==> src/rtl/peribus_pkg.sv <==
// Shared peribus definitions: bus widths, window size, timer register offsets and CTRL bit layout.
// Latency: n/a (constants, types and a pure window-decode helper).
// Backpressure: n/a; peribus responders never stall the bus.
package peribus_pkg;

    localparam int PERI_DATA_W    = 16;
    localparam int PERI_ADDR_W    = 8;
    localparam int PERI_WIN_WORDS = 8;

    // Word offsets inside the timer window.
    localparam logic [2:0] TMR_CTRL   = 3'd0;
    localparam logic [2:0] TMR_PRESC  = 3'd1;
    localparam logic [2:0] TMR_RELOAD = 3'd2;
    localparam logic [2:0] TMR_COUNT  = 3'd3;
    localparam logic [2:0] TMR_STATUS = 3'd4;

    // CTRL bit indices.
    localparam int CTRL_EN      = 0;
    localparam int CTRL_ONESHOT = 1;
    localparam int CTRL_IRQ_EN  = 2;

    typedef struct packed {
        logic irq_en;
        logic oneshot;
        logic en;
    } tmr_ctrl_t;

    // True when a falls in the PERI_WIN_WORDS-word window starting at base (modular, so windows may wrap).
    function automatic logic peri_in_window(input logic [PERI_ADDR_W-1:0] a,
                                            input logic [PERI_ADDR_W-1:0] base);
        logic [PERI_ADDR_W-1:0] off;
        off = a - base;
        return off < PERI_ADDR_W'(PERI_WIN_WORDS);
    endfunction

endpackage

==> src/rtl/peribus_strobe_sync.sv <==
// Two-flop synchronizer for an asynchronous bus strobe plus rising-edge detector giving a 1-cycle pulse.
// Latency: o_pulse is high in the cycle after the 2nd clk edge that samples the strobe high.
// Backpressure: none; a strobe held high yields exactly one pulse.
// Ports: clk, reset_bar (async active-low), i_strobe (async level), o_pulse (1-cycle, clk domain).
module peribus_strobe_sync (
    input  logic clk,
    input  logic reset_bar,
    input  logic i_strobe,
    output logic o_pulse
);

    // All flops hold the inverted strobe, so their reset value of 0 means "strobe seen high".
    // A strobe already high when reset releases therefore cannot fake an edge; it must go low first.
    logic r_meta_n;
    logic r_sync_n;
    logic r_prev_n;

    always_ff @(posedge clk or negedge reset_bar) begin
        if (!reset_bar) begin
            r_meta_n <= 1'b0;
            r_sync_n <= 1'b0;
            r_prev_n <= 1'b0;
        end else begin
            r_meta_n <= ~i_strobe;
            r_sync_n <= r_meta_n;
            r_prev_n <= r_sync_n;
        end
    end

    // Synchronized strobe high now, low one cycle ago.
    assign o_pulse = ~r_sync_n & r_prev_n;

endmodule

==> src/rtl/peribus_timer.sv <==
// Peribus timer responder: 16-bit down counter with prescaler, auto-reload/one-shot and maskable overflow irq.
// Latency: writes land on the 4th clk edge after write_enable rises; read_data is registered, 1 clk after addr/read_enable.
// Backpressure: none; one write per strobe, reads drive 0 when not selected so responders can be OR-combined.
// Ports: clk, reset_bar (async active-low), addr, write_data, write_enable/read_enable (async strobes),
//        read_data (registered, 0 when unselected), irq (registered STATUS.OVF & CTRL.IRQ_EN).
module peribus_timer
    import peribus_pkg::*;
#(
    parameter logic [PERI_ADDR_W-1:0] BASE_ADDR = 8'h10
) (
    input  logic                   clk,
    input  logic                   reset_bar,
    input  logic [PERI_ADDR_W-1:0] addr,
    input  logic [PERI_DATA_W-1:0] write_data,
    input  logic                   write_enable,
    input  logic                   read_enable,
    output logic [PERI_DATA_W-1:0] read_data,
    output logic                   irq
);

    logic                   w_wr_pulse;
    logic                   r_wr_vld;
    logic [PERI_ADDR_W-1:0] r_hold_addr;
    logic [PERI_DATA_W-1:0] r_hold_data;

    tmr_ctrl_t              r_ctrl;
    logic [PERI_DATA_W-1:0] r_presc;
    logic [PERI_DATA_W-1:0] r_reload;
    logic [PERI_DATA_W-1:0] r_count;
    logic                   r_ovf;
    logic [PERI_DATA_W-1:0] r_pcnt;
    logic                   r_irq;
    logic [PERI_DATA_W-1:0] r_read_data;

    peribus_strobe_sync u_wr_sync (
        .clk      (clk),
        .reset_bar(reset_bar),
        .i_strobe (write_enable),
        .o_pulse  (w_wr_pulse)
    );

    // Low offset bits depend only on low address bits, so the 3-bit index needs no full subtraction.
    logic [2:0] w_wr_idx;
    logic       w_wr_hit;
    logic       w_wr_ctrl;
    logic       w_wr_presc;
    logic       w_wr_reload;
    logic       w_wr_count;
    logic       w_wr_status;

    assign w_wr_idx    = r_hold_addr[2:0] - BASE_ADDR[2:0];
    assign w_wr_hit    = r_wr_vld && peri_in_window(r_hold_addr, BASE_ADDR);
    assign w_wr_ctrl   = w_wr_hit && (w_wr_idx == TMR_CTRL);
    assign w_wr_presc  = w_wr_hit && (w_wr_idx == TMR_PRESC);
    assign w_wr_reload = w_wr_hit && (w_wr_idx == TMR_RELOAD);
    assign w_wr_count  = w_wr_hit && (w_wr_idx == TMR_COUNT);
    assign w_wr_status = w_wr_hit && (w_wr_idx == TMR_STATUS);

    logic                   w_tick;
    logic                   w_ovf_set;
    logic                   w_ovf_nxt;
    tmr_ctrl_t              w_ctrl_nxt;
    logic [PERI_DATA_W-1:0] w_count_nxt;
    logic [PERI_DATA_W-1:0] w_pcnt_nxt;

    always_comb begin
        w_tick      = r_ctrl.en && (r_pcnt == r_presc);
        w_ovf_set   = 1'b0;
        w_ctrl_nxt  = r_ctrl;
        w_count_nxt = r_count;

        if (w_wr_ctrl) begin
            w_ctrl_nxt.en      = r_hold_data[CTRL_EN];
            w_ctrl_nxt.oneshot = r_hold_data[CTRL_ONESHOT];
            w_ctrl_nxt.irq_en  = r_hold_data[CTRL_IRQ_EN];
        end

        // Bus writes to COUNT or CTRL win over a coincident tick; that tick is simply lost.
        if (w_wr_count) begin
            w_count_nxt = r_hold_data;
        end else if (w_tick && !w_wr_ctrl) begin
            if (r_count != '0) begin
                w_count_nxt = r_count - 16'd1;
            end else begin
                w_ovf_set   = 1'b1;
                w_count_nxt = r_reload;
                if (r_ctrl.oneshot) begin
                    w_ctrl_nxt.en = 1'b0;
                end
            end
        end

        // A COUNT write restarts the prescaler so the new count gets full tick periods.
        if (w_wr_count || !r_ctrl.en || w_tick) begin
            w_pcnt_nxt = '0;
        end else begin
            w_pcnt_nxt = r_pcnt + 16'd1;
        end

        // A new overflow beats a same-cycle write-1-to-clear.
        w_ovf_nxt = w_ovf_set | (r_ovf & ~(w_wr_status & r_hold_data[0]));
    end

    logic [2:0]             w_rd_idx;
    logic [PERI_DATA_W-1:0] w_rd_val;

    assign w_rd_idx = addr[2:0] - BASE_ADDR[2:0];

    always_comb begin
        w_rd_val = '0;
        if (read_enable && peri_in_window(addr, BASE_ADDR)) begin
            case (w_rd_idx)
                TMR_CTRL:   w_rd_val = {{(PERI_DATA_W-3){1'b0}}, r_ctrl};
                TMR_PRESC:  w_rd_val = r_presc;
                TMR_RELOAD: w_rd_val = r_reload;
                TMR_COUNT:  w_rd_val = r_count;
                TMR_STATUS: w_rd_val = {{(PERI_DATA_W-1){1'b0}}, r_ovf};
                default:    w_rd_val = '0;
            endcase
        end
    end

    always_ff @(posedge clk or negedge reset_bar) begin
        if (!reset_bar) begin
            r_wr_vld    <= 1'b0;
            r_hold_addr <= '0;
            r_hold_data <= '0;
            r_ctrl      <= '0;
            r_presc     <= '0;
            r_reload    <= '0;
            r_count     <= '0;
            r_ovf       <= 1'b0;
            r_pcnt      <= '0;
            r_irq       <= 1'b0;
            r_read_data <= '0;
        end else begin
            r_wr_vld <= w_wr_pulse;
            if (w_wr_pulse) begin
                r_hold_addr <= addr;
                r_hold_data <= write_data;
            end
            if (w_wr_presc) begin
                r_presc <= r_hold_data;
            end
            if (w_wr_reload) begin
                r_reload <= r_hold_data;
            end
            r_ctrl      <= w_ctrl_nxt;
            r_count     <= w_count_nxt;
            r_ovf       <= w_ovf_nxt;
            r_pcnt      <= w_pcnt_nxt;
            // Built from next-state values so irq moves on the same edge as OVF/IRQ_EN.
            r_irq       <= w_ovf_nxt & w_ctrl_nxt.irq_en;
            r_read_data <= w_rd_val;
        end
    end

    assign read_data = r_read_data;
    assign irq       = r_irq;

endmodule

==> config.mk <==
export PLATFORM = sky130hd
export DESIGN_NAME = peribus_timer
export DESIGN_NICKNAME = d
export VERILOG_FILES = /design/src/rtl/peribus_pkg.sv /design/src/rtl/peribus_strobe_sync.sv /design/src/rtl/peribus_timer.sv
export SDC_FILE = /design/constraint.sdc
export NUM_CORES = 1
export LEC_CHECK = 0
export CORE_ASPECT_RATIO = 0.7
export CORE_MARGIN = 8
export CORE_UTILIZATION = 50
export CTS_CLUSTER_SIZE = 12
export DETAILED_ROUTE_END_ITERATION = 10
export DONT_BUFFER_PORTS = 1
export GPL_TIMING_DRIVEN = 0
export PLACE_DENSITY = 0.61
export SETUP_SLACK_MARGIN = 0.05
export SYNTH_ARGS = -nofsm -noshare
export SYNTH_HDL_FRONTEND = slang
export SYNTH_SLANG_ARGS = --single-unit
export TNS_END_PERCENT = 20
==> constraint.sdc <==
create_clock -name clk -period 5.9 [get_ports clk]
set_input_delay 1.18 -clock clk [delete_from_list [all_inputs] [get_ports clk]]
set_output_delay 1.18 -clock clk [all_outputs]
set_load 0.01 [all_outputs]
==> results of run 1 <==
## area by class of cell
type                            count  area, um^2
Inverter                            6        22.5
Multi-Input combinational cell    322        2550
Tap cell                          153         191
Clock buffer                       25         485
Buffer                             26         116
Sequential cell                   113        2830
Clock inverter                      6        32.5
Fill cell                         934        4670
## synthesized netlist by cell type, types with 4 or more instances
cell | count | share of area
nor2_1 | 22 | 0.015
a31oi_1 | 7 | 0.0079
nand2_1 | 19 | 0.013
o21ai_1 | 4 | 0.0036
nand4_1 | 9 | 0.010
a22oi_1 | 13 | 0.018
inv_1 | 6 | 0.0041
o21ai_0 | 10 | 0.0091
dfrtp_1 | 113 | 0.51
a211oi_1 | 7 | 0.0095
nand3_1 | 11 | 0.010
nor2b_1 | 4 | 0.0045
and3_1 | 4 | 0.0045
nor3_1 | 24 | 0.022
a21oi_1 | 5 | 0.0045
clkbuf_1 | 20 | 0.014
xnor2_1 | 29 | 0.046
xor2_1 | 10 | 0.016
mux2i_1 | 16 | 0.029
mux2_2 | 73 | 0.15
a21o_1 | 6 | 0.0082
nor4_1 | 5 | 0.0057
## report_power, final
part / internal, W / switching, W
combinational: 0.000260 / 0.000270
sequential: 0.000871 / 0.000121
clock: 0.000562 / 0.000338
total: 0.00169 / 0.000729
## path summary, 6_finish.rpt
check | startpoint | slack, ns | cells after the start | end
worst min register to register | u_wr_sync.r_meta_n | 0.35 | 0 | u_wr_sync.r_sync_n
worst max register to register | r_hold_addr[4] | 3.06 | 6 | r_count[9]
worst max-delay path | r_hold_addr[4] | 3.06 | 6 | r_count[9]
worst min-delay path | u_wr_sync.r_meta_n | 0.35 | 0 | u_wr_sync.r_sync_n
min in group asynchronous | reset_bar | 0.46 | 0 | r_pcnt[4]
max in group asynchronous | reset_bar | 5.24 | 0 | r_hold_addr[3]
## stage by stage
| stage | setup slack, ns | hold slack, ns | std cells |
|---|---|---|---|
| after floorplan | 3.34 | 0.331 | 467 |
| after global placement | 2.81 | 0.333 | 620 |
| after detailed placement | 2.83 | 0.335 | 620 |
| after CTS | 3.14 | 0.347 | 651 |
| after global routing | 2.89 | 0.372 | 651 |
| final | 3.06 | 0.345 | 651 |
## routing by layer
| metal | global-route usage | part of all wire |
|---|---|---|
| met1 | 0.281 | 0.49 |
| met2 | 0.262 | 0.43 |
| met3 | 0.0633 | 0.073 |
| met4 | 0.0718 | 0.0054 |
| met5 | 0 | 0 |
## state kept, by name, indices dropped and copies added (netlist names)
| signal | count |
|---|---|
| r_reload | 16 |
| r_wr_vld | 1 |
| r_hold_addr | 8 |
| irq | 1 |
| r_pcnt | 16 |
| r_ctrl | 3 |
| u_wr_sync.r_prev_n | 1 |
| r_hold_data | 16 |
| r_count | 16 |
| read_data | 16 |
| r_presc | 16 |
| u_wr_sync.r_sync_n | 1 |
| r_ovf | 1 |
| u_wr_sync.r_meta_n | 1 |
## logic make-up (layout without fill, tap and decap cells)
logic type,Yosys count,after routing,synth area share
compound gates,63,63,0.0774
xor+xnor,39,39,0.0619
fa+ha+maj,3,3,0.00681
buf+inv,32,63,0.0252
flops,113,113,0.513
mux,94,94,0.196
simple gates,123,123,0.120
==> metrics.txt, run 1 <==
Ys Warns 0; largest net degree at the start of global routing between 100 and 150; Synth Flop Type dfrtp_1; vias around 3,700; CTS Root Buffer Type clkbuf_16; Critical Path Slowest Stage Cell nor3b_1; core area between 0.01 and 0.015 mm^2; maximum fanout along the worst path 9; Pleak 2.70 nW; cell family with most CP delay simple AND/OR/NAND/NOR gates; EDFF count, synth 0; Post-CTS Setup Bufs 0; Via density around 5.7; nets a little over 500; Die Span X approximately 140 um; Hold Crit Class reg -> reg; most frequent cells in the layout dfrtp_1 (113), mux2_2 (73), xnor2_1 (29); Peak VDD IR roughly 220 uV; Hold Buf Count CTS 0; RSZ-0062 raised after global routing false; vias in the first global route 3,797; share of layout cells above drive strength 1 0.233; port buffer count 0; synth unique cells 50; asr flop ratio synth 1.00; Routed wire per std cell between 20 and 25 um; num ports 45; #FFs+latches synth 113; first-pass GRT wire length between 20,000 and 25,000 um; Post-Route WL about 13,000 um; Fin Clk Skew 0.0107 ns; Max Slew Vio Count 0; initial drt markers about 310; initial antenna violation count 0; Antenna Cells 0; clock slew at reported path FFs ~0.050 ns; Period minus WS final about 2.8 ns; critical path, cell by cell nor4bb_1 -> nand3_1 -> nor3b_1 -> a21o_1 -> clkbuf_1 -> mux2_2; HPWL after DPL slightly above 9000 um; placed inst area between 0.005 and 0.006 mm^2; Setup crit start kind flop; Req. time, crit path roughly 6.2 ns; Clk Latency, worst-skew pair a little over 0.4 ns; Hold Fails Final Rpt 0; Mapped Nets ~500; Initial Utilization 0.506; setup TNS 0 ns; Crit path largest cell delay roughly 0.86 ns; Pwr Density 389 mW/mm^2; sequential fraction of the synthesis area 0.513; CTS tree yes; die height 104 um; CTS Buf Count 17; die footprint between 0.01 and 0.015 mm^2; outcome complete, no violations; clk buf depth 2; worst relative slew slack 0.329; most common cell after layout, fill and taps aside dfrtp_1; Avg Inst Size Synth approximately 12 um^2; critical path class reg -> reg; Layout area overhead 12.9%; WP data arrival 3.13 ns; Row Count 32; Final period util 0.481; RePlAce Congestion around 0.85; first-pass iteration count of the detailed router 4; CTS sink cnt around 110; ANT nets after route 0; post-cts repair resize count 0; grt ovf 0; gr usage total 0.194; Worst Path Buf+Inv 1; total chip power between 0.002 and 0.0025 W; Post-Syn Area approximately 0.0055 mm^2; final setup fails 0; Slew @ Worst Pin 1.00 ns; critical path capture point type flop; Cells after Synth ~470; H-Tree Depth 4; max_cap viols 0; Fmax 0.352 GHz; final instance area roughly 0.0062 mm^2; fin util 0.572; DRC 0
No activity file was read; power rests on OpenSTA's default activity.
==> run 2: changes to the inputs <==
Settings changed: PLACE_DENSITY 0.61 to 0.64.
Clock period 5.9 ns to 2.3 ns, I/O delays scaled along.
==> run 2 against run 1 <==
The flow now finishes with violations (hold timing, setup timing); first-iteration DRC count rose by 24%; maximum frequency rose by 19%; clock skew fell by 0.0038 ns; largest cell class unchanged.
==> metrics.txt, run 2 (same netlist as run 1, synthesis figures left out) <==
Final WS setup -0.0769 ns (was 3.06 ns); Fin Hold WS -0.251 ns (was 0.345 ns); Fmax 0.421 GHz (was 0.352 GHz); Layout area overhead 17.1% (was 12.9%); Period minus WS final 2.38 ns (was 2.84 ns); Fin Clk Skew 0.00689 ns (was 0.0107 ns); Row Count 32 (unchanged); violated checks hold timing, setup timing; gr usage total 0.196 (was 0.194); share of layout cells above drive strength 1 0.288 (was 0.233); Max Slew Vio Count 0 (unchanged); outcome finished, violations left (was complete, no violations); grt ovf 0 (unchanged); fin util 0.593 (was 0.572); max layer used met4 (unchanged); Pwr Density 1060 mW/mm^2 (was 389 mW/mm^2); met2 wire length 6010 um (was 5680 um); multi-input logic area 0.00262 mm^2 (was 0.00255 mm^2); Slew @ Worst Pin 0.804 ns (was 1.00 ns); core area 0.0109 mm^2 (unchanged); WP data arrival 2.67 ns (was 3.13 ns); Initial Utilization 0.506 (unchanged); Via density 5.84 (was 5.71); maximum fanout along the worst path 5 (was 9); ANT nets after route 0 (unchanged); die height 104 um (unchanged); largest net degree at the start of global routing 114 (unchanged); Pleak 2.81 nW (was 2.70 nW); DRC 0 (unchanged); Register Area 0.00283 mm^2 (about the same); nets 522 (was 517); clk buf depth 2 (unchanged); Peak VDD IR 617 uV (was 217 uV); RePlAce Congestion 0.849 (was 0.850); RSZ-0062 raised after global routing true (was false); Clk Latency, worst-skew pair 0.41 ns (about the same); clock slew at reported path FFs 0.05 ns (about the same); Worst Setup SP r_count[1] (was r_hold_addr[4]); HPWL after DPL 9120 um (was 9060 um); total chip power 0.00684 W (was 0.00242 W); Routed wire per std cell 20.7 um (was 20.4 um); worst flop-to-flop path startpoint r_count[1] (was r_hold_addr[4]); CTS Root Buffer Type clkbuf_16 (unchanged); Hold Fails Final Rpt 113 (was 0); most frequent cells in the layout dfrtp_1 (112), mux2_2 (73), xnor2_1 (29) (was dfrtp_1 (113), mux2_2 (73), xnor2_1 (29)); vias 3,837 (was 3,715); Setup crit start kind flop (unchanged); final setup fails 5 (was 0); # fillers 889 (was 934); Post-Route WL 13,600 um (was 13,300 um); CTS tree yes (unchanged); Die Span X 142 um (unchanged); routed length on met3 884 um (was 962 um); placed insts 620 (unchanged); Final period util 1.03 (was 0.481); CTS Buf Count 17 (unchanged); CTS sink cnt 113 (unchanged); DP Worst Slack -0.492 ns (was 2.83 ns); num ports 45 (unchanged); first-pass GRT wire length 22,300 um (was 21,700 um); first-pass iteration count of the detailed router 6 (was 4); Hold Crit Class in -> async (was reg -> reg); vias in the first global route 3,965 (was 3,797); die footprint 0.0147 mm^2 (unchanged); Antenna Cells 0 (unchanged); initial drt markers 388 (was 313); worst relative slew slack 0.459 (was 0.329); H-Tree Depth 4 (unchanged); Finished Layout Cells 657 (was 651); critical path capture point type flop (unchanged); Req. time, crit path 2.59 ns (was 6.19 ns); initial antenna violation count 0 (unchanged); max_cap viols 0 (unchanged); critical path class reg -> reg (unchanged); port buffer count 0 (unchanged); Met1 Wirelength 6540 um (about the same); most common cell after layout, fill and taps aside dfrtp_1 (unchanged)
run 2: what timing repair did:
action / in CTS / in global routing
endpoints found under the hold margin: 113 / 113
resized for setup: 16 / 18
buffers inserted: 5 / 0
endpoints found under the setup margin: 54 / 49
pin swaps: 1 / 1
gates cloned: 1 / 0
run 2: layer usage:
metal  vias to the layer above  global-route usage
li1                       1761                   -
met5                         -                   0
met2                       114               0.281
met4                         0              0.0550
met3                        14              0.0624
met1                      1948               0.279
run 2: critical path, cell delays in order, from the launching register on:
cell	delay, ns
dfrtp_1	0.41
inv_2	0.08
ha_1	0.13
or4b_4	0.48
or4_4	0.57
buf_6	0.15
o21ai_1	0.11
o21ai_1	0.07
mux2_4	0.25
run 2: worst paths after layout:
| path | endpoint | slack, ns | cells past startpoint |
|---|---|---|---|
| max | r_count[13] | -0.08 | 8 |
| min | r_pcnt[3] | -0.25 | 0 |
| max reg2reg | r_count[13] | -0.08 | 8 |
| min reg2reg | u_wr_sync.r_sync_n | 0.36 | 0 |
| max in group asynchronous | r_ctrl[1] | 2.40 | 0 |
| min in group clk | u_wr_sync.r_meta_n | 0.10 | 1 |
run 2: area by class of cell:
| type | count | area share |
|---|---|---|
| Buffer | 25 | 0.0209 |
| Clock buffer | 21 | 0.0713 |
| Clock inverter | 11 | 0.0248 |
| Inverter | 6 | 0.00349 |
| Multi-Input combinational cell | 322 | 0.405 |
| Sequential cell | 113 | 0.438 |
| Tap cell | 153 | 0.0296 |
| Timing Repair Buffer | 6 | 0.00659 |
run 2: report_power, final:
part / switching (W) / internal (W)
combinational: 0.000773 / 0.000758
clock: 0.000907 / 0.00186
sequential: 0.000311 / 0.00223
total: 0.00199 / 0.00485
run 2: metrics by stage:
step                hold slack, ns  area [um^2]  setup TNS (ns)
floorplan                    0.164         5520               0
global placement             0.171         5710          -10.05
detailed placement           0.170         5710          -12.42
CTS                         -0.263         6420          -0.303
global route                -0.271         6460           -1.40
finish                      -0.251         6460          -0.167
